$ cat src/rtl/rnn_fixed_pkg.sv
// Shared fixed-point helpers for the RNN datapath.
// Holds the Q(QN.QM) width derivations, the log2 helper, the default
// saturation bounds, the shift-then-clamp used by the output layer, and
// the dense_output_layer FSM encoding.
package rnn_fixed_pkg;

    // Working width for sat_shift; every accumulator must fit inside it.
    localparam int unsigned SAT_W         = 64;
    localparam int unsigned DEF_QN        = 6;
    localparam int unsigned DEF_QM        = 11;
    localparam int unsigned DEF_BITWIDTH  = DEF_QN + DEF_QM + 1;

    localparam logic signed [SAT_W-1:0] SAT_MAX =
        (SAT_W'(1) << (DEF_BITWIDTH - 1)) - SAT_W'(1);
    localparam logic signed [SAT_W-1:0] SAT_MIN = ~SAT_MAX;

    typedef enum logic [1:0] {
        ST_IDLE = 2'd0,
        ST_MAC  = 2'd1,
        ST_OUT  = 2'd2
    } dense_state_e;

    // Ceiling log2 of value.
    function automatic int unsigned log2(input int unsigned value);
        int unsigned r;
        r = 0;
        for (int i = 0; i < 32; i++) begin
            if ((32'd1 << i) < value) r = i + 1;
        end
        return r;
    endfunction

    function automatic int unsigned bitwidth(input int unsigned qn, input int unsigned qm);
        return qn + qm + 1;
    endfunction

    // Wide enough that bias<<<QM plus hidden_sz full products cannot overflow.
    function automatic int unsigned acc_width(input int unsigned bw, input int unsigned hidden_sz);
        return 2 * bw + log2(hidden_sz) + 1;
    endfunction

    // Arithmetic floor by qm, then clamp to a signed bw-bit range.
    function automatic logic signed [SAT_W-1:0] sat_shift(input logic signed [SAT_W-1:0] acc,
                                                          input int unsigned             qm,
                                                          input int unsigned             bw);
        logic signed [SAT_W-1:0] shifted;
        logic signed [SAT_W-1:0] hi;
        logic signed [SAT_W-1:0] lo;
        shifted = acc >>> qm;
        hi      = (SAT_W'(1) << (bw - 1)) - SAT_W'(1);
        lo      = ~hi;
        if (shifted > hi)      return hi;
        else if (shifted < lo) return lo;
        else                   return shifted;
    endfunction

endpackage

$ cat src/rtl/output_mac.sv
// One multiply-accumulate lane of the dense output layer.
// Ports:
//   clock, reset  - clock and synchronous active-high reset
//   load_i        - preload accumulator with bias <<< QM
//   acc_en_i      - add weight_i * hidden_i to the accumulator
//   last_i        - final product this cycle; register the saturated result
//   bias_i        - signed bias word
//   weight_i      - signed weight W[r][col]
//   hidden_i      - signed hidden word h[col]
//   result_o      - registered sat(acc >>> QM), held until the next last_i
module output_mac
    import rnn_fixed_pkg::*;
#(
    parameter int unsigned BITWIDTH = 18,
    parameter int unsigned QM       = 11,
    parameter int unsigned ACC_W    = 41
) (
    input  logic                clock,
    input  logic                reset,
    input  logic                load_i,
    input  logic                acc_en_i,
    input  logic                last_i,
    input  logic [BITWIDTH-1:0] bias_i,
    input  logic [BITWIDTH-1:0] weight_i,
    input  logic [BITWIDTH-1:0] hidden_i,
    output logic [BITWIDTH-1:0] result_o
);

    localparam int unsigned PROD_W = 2 * BITWIDTH;

    logic signed [ACC_W-1:0]  acc_q;
    logic signed [ACC_W-1:0]  acc_d;
    logic signed [ACC_W-1:0]  bias_acc_c;
    logic signed [ACC_W-1:0]  acc_sum_c;
    logic signed [PROD_W-1:0] prod_c;
    logic [BITWIDTH-1:0]      result_q;
    logic [BITWIDTH-1:0]      result_d;

    // Full-precision product and running sum; the shift is applied only to the total.
    always_comb begin
        prod_c     = $signed(weight_i) * $signed(hidden_i);
        acc_sum_c  = acc_q + ACC_W'(prod_c);
        bias_acc_c = ACC_W'($signed(bias_i)) <<< QM;

        acc_d = acc_q;
        if (load_i)        acc_d = bias_acc_c;
        else if (acc_en_i) acc_d = acc_sum_c;

        result_d = result_q;
        if (last_i) result_d = BITWIDTH'(sat_shift(SAT_W'(acc_sum_c), QM, BITWIDTH));
    end

    always_ff @(posedge clock) begin
        if (reset) begin
            acc_q    <= '0;
            result_q <= '0;
        end else begin
            acc_q    <= acc_d;
            result_q <= result_d;
        end
    end

    assign result_o = result_q;

endmodule

$ cat src/rtl/dense_output_layer.sv
// Fully-connected output stage: y = sat((W*h + b) >>> QM), one lane per output row.
// Ports:
//   clock, reset  - clock and synchronous active-high reset
//   hiddenVec     - HIDDEN_SZ signed words, latched on acceptance
//   hiddenValid   - request, accepted only in IDLE
//   colAddr/colData/colWriteEn - weight column write port (IDLE only)
//   biasData/biasWriteEn       - bias write port (IDLE only)
//   busy          - high from the cycle after acceptance through the result cycle
//   dataoutReady  - one-cycle pulse marking a new outputVec
//   outputVec     - OUTPUT_SZ saturated signed words, held until the next result
module dense_output_layer
    import rnn_fixed_pkg::*;
#(
    parameter int unsigned HIDDEN_SZ = 16,
    parameter int unsigned OUTPUT_SZ = 1,
    parameter int unsigned QN        = 6,
    parameter int unsigned QM        = 11,
    localparam int unsigned BITWIDTH = bitwidth(QN, QM),
    localparam int unsigned COL_W    = (log2(HIDDEN_SZ) > 0) ? log2(HIDDEN_SZ) : 1,
    localparam int unsigned ROW_W    = OUTPUT_SZ * BITWIDTH,
    localparam int unsigned VEC_W    = HIDDEN_SZ * BITWIDTH
) (
    input  logic             clock,
    input  logic             reset,
    input  logic [VEC_W-1:0] hiddenVec,
    input  logic             hiddenValid,
    input  logic [COL_W-1:0] colAddr,
    input  logic [ROW_W-1:0] colData,
    input  logic             colWriteEn,
    input  logic [ROW_W-1:0] biasData,
    input  logic             biasWriteEn,
    output logic             busy,
    output logic             dataoutReady,
    output logic [ROW_W-1:0] outputVec
);

    localparam int unsigned ACC_W = acc_width(BITWIDTH, HIDDEN_SZ);

    dense_state_e        state_q;
    logic [COL_W-1:0]    col_q;
    logic [VEC_W-1:0]    hid_q;
    logic [ROW_W-1:0]    w_q [HIDDEN_SZ];
    logic [ROW_W-1:0]    bias_q;
    logic                busy_q;
    logic                ready_q;

    logic                accept_c;
    logic                mac_en_c;
    logic                last_c;
    logic [ROW_W-1:0]    bias_sel_c;
    logic [ROW_W-1:0]    w_col_c;
    logic [BITWIDTH-1:0] h_word_c;

    // Lane controls and combinational register-file reads.
    always_comb begin
        accept_c   = (state_q == ST_IDLE) && hiddenValid;
        mac_en_c   = (state_q == ST_MAC);
        last_c     = mac_en_c && (col_q == COL_W'(HIDDEN_SZ - 1));
        // A bias written in the acceptance cycle is the one preloaded.
        bias_sel_c = biasWriteEn ? biasData : bias_q;
        w_col_c    = w_q[col_q];
        h_word_c   = hid_q[col_q*BITWIDTH +: BITWIDTH];
    end

    // FSM, column counter, hidden latch and register file.
    always_ff @(posedge clock) begin
        if (reset) begin
            state_q <= ST_IDLE;
            col_q   <= '0;
            hid_q   <= '0;
            bias_q  <= '0;
            busy_q  <= 1'b0;
            ready_q <= 1'b0;
            for (int k = 0; k < int'(HIDDEN_SZ); k++) w_q[k] <= '0;
        end else begin
            ready_q <= 1'b0;
            case (state_q)
                ST_IDLE: begin
                    if (colWriteEn)  w_q[colAddr] <= colData;
                    if (biasWriteEn) bias_q <= biasData;
                    if (hiddenValid) begin
                        hid_q   <= hiddenVec;
                        col_q   <= '0;
                        busy_q  <= 1'b1;
                        state_q <= ST_MAC;
                    end
                end
                ST_MAC: begin
                    col_q <= col_q + COL_W'(1);
                    // Lanes register the result on this edge, so the pulse lines up with it.
                    if (last_c) begin
                        ready_q <= 1'b1;
                        state_q <= ST_OUT;
                    end
                end
                ST_OUT: begin
                    busy_q  <= 1'b0;
                    state_q <= ST_IDLE;
                end
                default: state_q <= ST_IDLE;
            endcase
        end
    end

    for (genvar r = 0; r < int'(OUTPUT_SZ); r++) begin : g_lane
        output_mac #(
            .BITWIDTH (BITWIDTH),
            .QM       (QM),
            .ACC_W    (ACC_W)
        ) u_mac (
            .clock    (clock),
            .reset    (reset),
            .load_i   (accept_c),
            .acc_en_i (mac_en_c),
            .last_i   (last_c),
            .bias_i   (bias_sel_c[r*BITWIDTH +: BITWIDTH]),
            .weight_i (w_col_c[r*BITWIDTH +: BITWIDTH]),
            .hidden_i (h_word_c),
            .result_o (outputVec[r*BITWIDTH +: BITWIDTH])
        );
    end

    assign busy         = busy_q;
    assign dataoutReady = ready_q;

endmodule

$ cat config.mk
export PLATFORM = sky130hd
export DESIGN_NAME = dense_output_layer
export DESIGN_NICKNAME = d
export VERILOG_FILES = /design/src/rtl/rnn_fixed_pkg.sv /design/src/rtl/output_mac.sv /design/src/rtl/dense_output_layer.sv
export SDC_FILE = /design/constraint.sdc
export NUM_CORES = 2
export LEC_CHECK = 0
export CAP_MARGIN = 20
export CORE_UTILIZATION = 55
export DETAILED_ROUTE_END_ITERATION = 10
export GPL_TIMING_DRIVEN = 0
export PLACE_DENSITY_LB_ADDON = 0.05
export SLEW_MARGIN = 20
export SYNTH_ARGS = -nofsm -noshare
export SYNTH_HDL_FRONTEND = slang
export SYNTH_SLANG_ARGS = --single-unit
$ cat constraint.sdc
create_clock -name clock -period 11.2 [get_ports clock]
set_input_delay 1.68 -clock clock [delete_from_list [all_inputs] [get_ports clock]]
set_output_delay 1.68 -clock clock [all_outputs]
set_load 0.01 [all_outputs]
==> results.md <==
* Mapped Avg Cell Area at 10.2 um2
* Post-route DRC violation count at 0
* Slew margin rel. at 0.187
* Die span in x at 281 um
* Layout area overhead at 17.0%
* CTS H-tree depth at 3
* Most frequent CP cell: fa_1
* Fraction of layout instances using a drive strength above 1 at 0.0770
* Sink Count at 665
* Ys flop type: dfxtp_1
* DP Worst Slack at approximately 0.44 ns
* Chip height at about 280 um
* Post-synth EDFFs at roughly 290
* Power, Total at 9.61 mW
* Via-to-Cell Ratio at between 5 and 6
* Main area contributors after synthesis: edfxtp_1 (20%), fa_1 (18%), dfxtp_1 (18%)
* Fin Setup TNS at 0 ns
* Min Tclk post-route at 10.72 ns
* LEAKAGE at 20.6 nW
* Sw frac at 0.400
* Fill count at approximately 6400
* Critical path peak fanout at 17
* Post-layout nets at approximately 5500
* DRT Wirelength at 136 mm
* VDD IR max at 0.181 mV
* Drt pass-1 iters at 6
* Critical path buffers and inverters at 6
* Min setup slack post-route at 0.485 ns
* Multi-input logic area at approximately 24000 um2
* Final Hold Vio Count at 0
* I/O Pins at 353
* Endpoints failing setup at 0
* Clock power frac at 0.255
* Reg clk slew, reported paths at approximately 0.060 ns
* Slew @ Worst Pin at 1.21 ns
* Root Buffer: clkbuf_16
* Cell taking the most area after synthesis: edfxtp_1
* Effective utilization at floorplan at 0.555
* Async S/R FF share, synth at 0
* Yosys top cell area share at 0.202
* Post-synth cell types at just under 70
* Syn_nets at 5054
* Yosys warns at 0
* Crit path largest cell delay at around 0.87 ns
* All-Layer GR Usage at 0.351
* Period utilization at 0.957
* Comb power frac at 0.459
* Outcome: completed
* Startpoint Class: register
* Fin Clk Skew at roughly 0.038 ns
* Vias in the first global route at between 30000 and 40000
* Largest net degree at the start of global routing at 19
* Fin util at 0.649
* Clk buf depth at 3
* Via count at between 30000 and 40000
* Worst Setup End Kind: register
* CP top delay family: adder cells
* NetSw at 3.84 mW
* Worst hold slack at 0.451 ns
* Post-DP HPWL at 109 mm
* RD Place Congestion at roughly 0.98
* Slew Viols, Final at 0
* Register area at 16200 um2
* Die area at just under 80000 um2
* Gate Count Post-Synth at 4209
* Netlist Area Pre-Place at 42900 um2
* RSZ-0062 raised after global routing: false
* Power density cells at 191 nW/um2
* Placed cell areas at roughly 48000 um2
* Mean routed wirelength per cell at 23.7 um
* Clk Latency, worst-skew pair at 0.65 ns
* Critical path arrival at 11.17 ns
* Port buffer count at 350
* Fin cells at 5734
* Core Rows at 102
* Final instance area at approximately 50000 um2
* Int Pwr at approximately 5.8 mW
* Crit path kind: reg -> reg
* 1st-iter DRT viols at 3071
* Sequential power share at 0.286
* Slowest cell on crit path: clkbuf_1
* Maxcap violations at 0
* Required @ worst endpoint at 11.65 ns
* Routed Antenna Nets at 0
* FF+latch count, synth at 665
* Post-CTS setup buffer count at 0
* TritonCTS clock tree: done
* Post-synthesis sequential area ratio at 0.377
* Global route overflow at 0
* Fmax at between 90 and 100 MHz
* First-pass GRT wire length at about 200 mm
* Antenna violations before repair at 12
* Core Box Area at 77300 um2
* Post-Place Cells at 5599
* CTS Buf Count at 71
* Class of the worst hold path: reg -> reg
## sequential cells by signal (all words and copies together), names as in the netlist, named ones only
register,flops
bias_q,18
busy,1
col_q,4
dataoutReady,1
g_lane.u_mac.acc_q,41
g_lane.u_mac.result_o,18
hid_q,288
state_q,2
w_q,288
## cells in the final DEF, fill, tap and decap left out, types with 167 or more instances in the layout
cell	netlist	final
nor2_1	199	199
clkbuf_1	219	236
nand2_1	846	846
fa_1	388	388
clkdlybuf4s50_1	0	350
and2_1	331	331
inv_1	476	475
edfxtp_1	288	288
dfxtp_1	377	377
a21oi_1	351	351
mux4_2	167	167
## final cells by class
type | instances | share of cell area
multi-input combinational | 2810 | 0.477
inverter | 476 | 0.0356
buffer | 258 | 0.0203
sequential | 665 | 0.322
antenna | 7 | 0.000349
clock inverter | 29 | 0.00869
timing repair buffer | 351 | 0.0700
tap | 1040 | 0.0259
clock buffer | 98 | 0.0399
## worst register-to-register path, cell delays in order, from the launching register on
cell	delay, ns
dfxtp_1	0.36
clkbuf_1	0.49
clkbuf_1	0.87
mux4_2	0.53
mux4_2	0.67
and2_1	0.26
fa_1	0.60
fa_1	0.63
clkinvlp_4	0.46
fa_1	0.68
inv_1	0.05
fa_1	0.48
fa_1	0.58
fa_1	0.43
ha_1	0.29
ha_1	0.27
buf_2	0.21
nand2_1	0.17
nor3_1	0.44
nand3_1	0.21
o2111ai_1	0.44
a31o_1	0.22
a21oi_1	0.07
xnor2_1	0.30
a21boi_2	0.51
buf_6	0.25
o32ai_2	0.08
## synthesized netlist by cell type (all sizes together) (14+ instances only)
cell    number
a21o        14
edfxtp     288
a31oi       17
xnor2       24
and2       332
ha         124
nand2      847
nor2b       43
nand3       22
dfxtp      377
fa         388
or2         18
a211oi      22
inv        476
a21oi      352
buf         38
o32ai       17
mux2        15
mux4       167
nor2       199
nor3        19
a221oi      19
mux2i       36
clkbuf     220
o21ai       42
## power by group through the flow
stage                     logic [mW]  registers, mW  clock network [mW]
after floorplan                 3.12           2.77                   0
after global placement          4.28           2.79                   0
after detailed placement        4.34           2.80                   0
after CTS                       4.37           2.75                2.45
after global routing            4.91           2.77                2.55
final                           4.41           2.75                2.45
## cell families after synthesis
family / after synthesis / synth area share
xor gates and xnor gates: 35 / 0.00714
muxes: 218 / 0.100
buffers and inverters: 734 / 0.0653
DFF: 665 / 0.377
and+or+nand+nor: 1518 / 0.160
AOI/OAI and AO/OA: 527 / 0.0734
adders and majority gates: 512 / 0.217
## timing repair
action                                  in CTS  in global routing
endpoints found under the setup margin       0                 11
hold buffers                                 0                  0
resized for setup                            0                  3
## worst paths after layout
kind | start | endpoint | slack, ns | cells past startpoint
max | col_q[1]$_SDFFE_PP0P_ | g_lane[0].u_mac.result_o[4]$_SDFFE_PP0P_ | 0.48 | 26
min | hid_q[259]$_SDFFE_PP0P_ | hid_q[259]$_SDFFE_PP0P_ | 0.45 | 2
max reg2reg | col_q[1]$_SDFFE_PP0P_ | g_lane[0].u_mac.result_o[4]$_SDFFE_PP0P_ | 0.48 | 26
min reg2reg | hid_q[259]$_SDFFE_PP0P_ | hid_q[259]$_SDFFE_PP0P_ | 0.45 | 2
## layer usage
| metal | vias to the layer above | wire, um | global-route usage |
|---|---|---|---|
| li1 | 14600 | - | - |
| met1 | 16400 | 55800 | 0.478 |
| met2 | 1365 | 64400 | 0.569 |
| met3 | 272 | 10000 | 0.0491 |
| met4 | 2 | 5980 | 0.145 |
| met5 | - | 13 | 0 |
(Power assumes the default switching activity.)
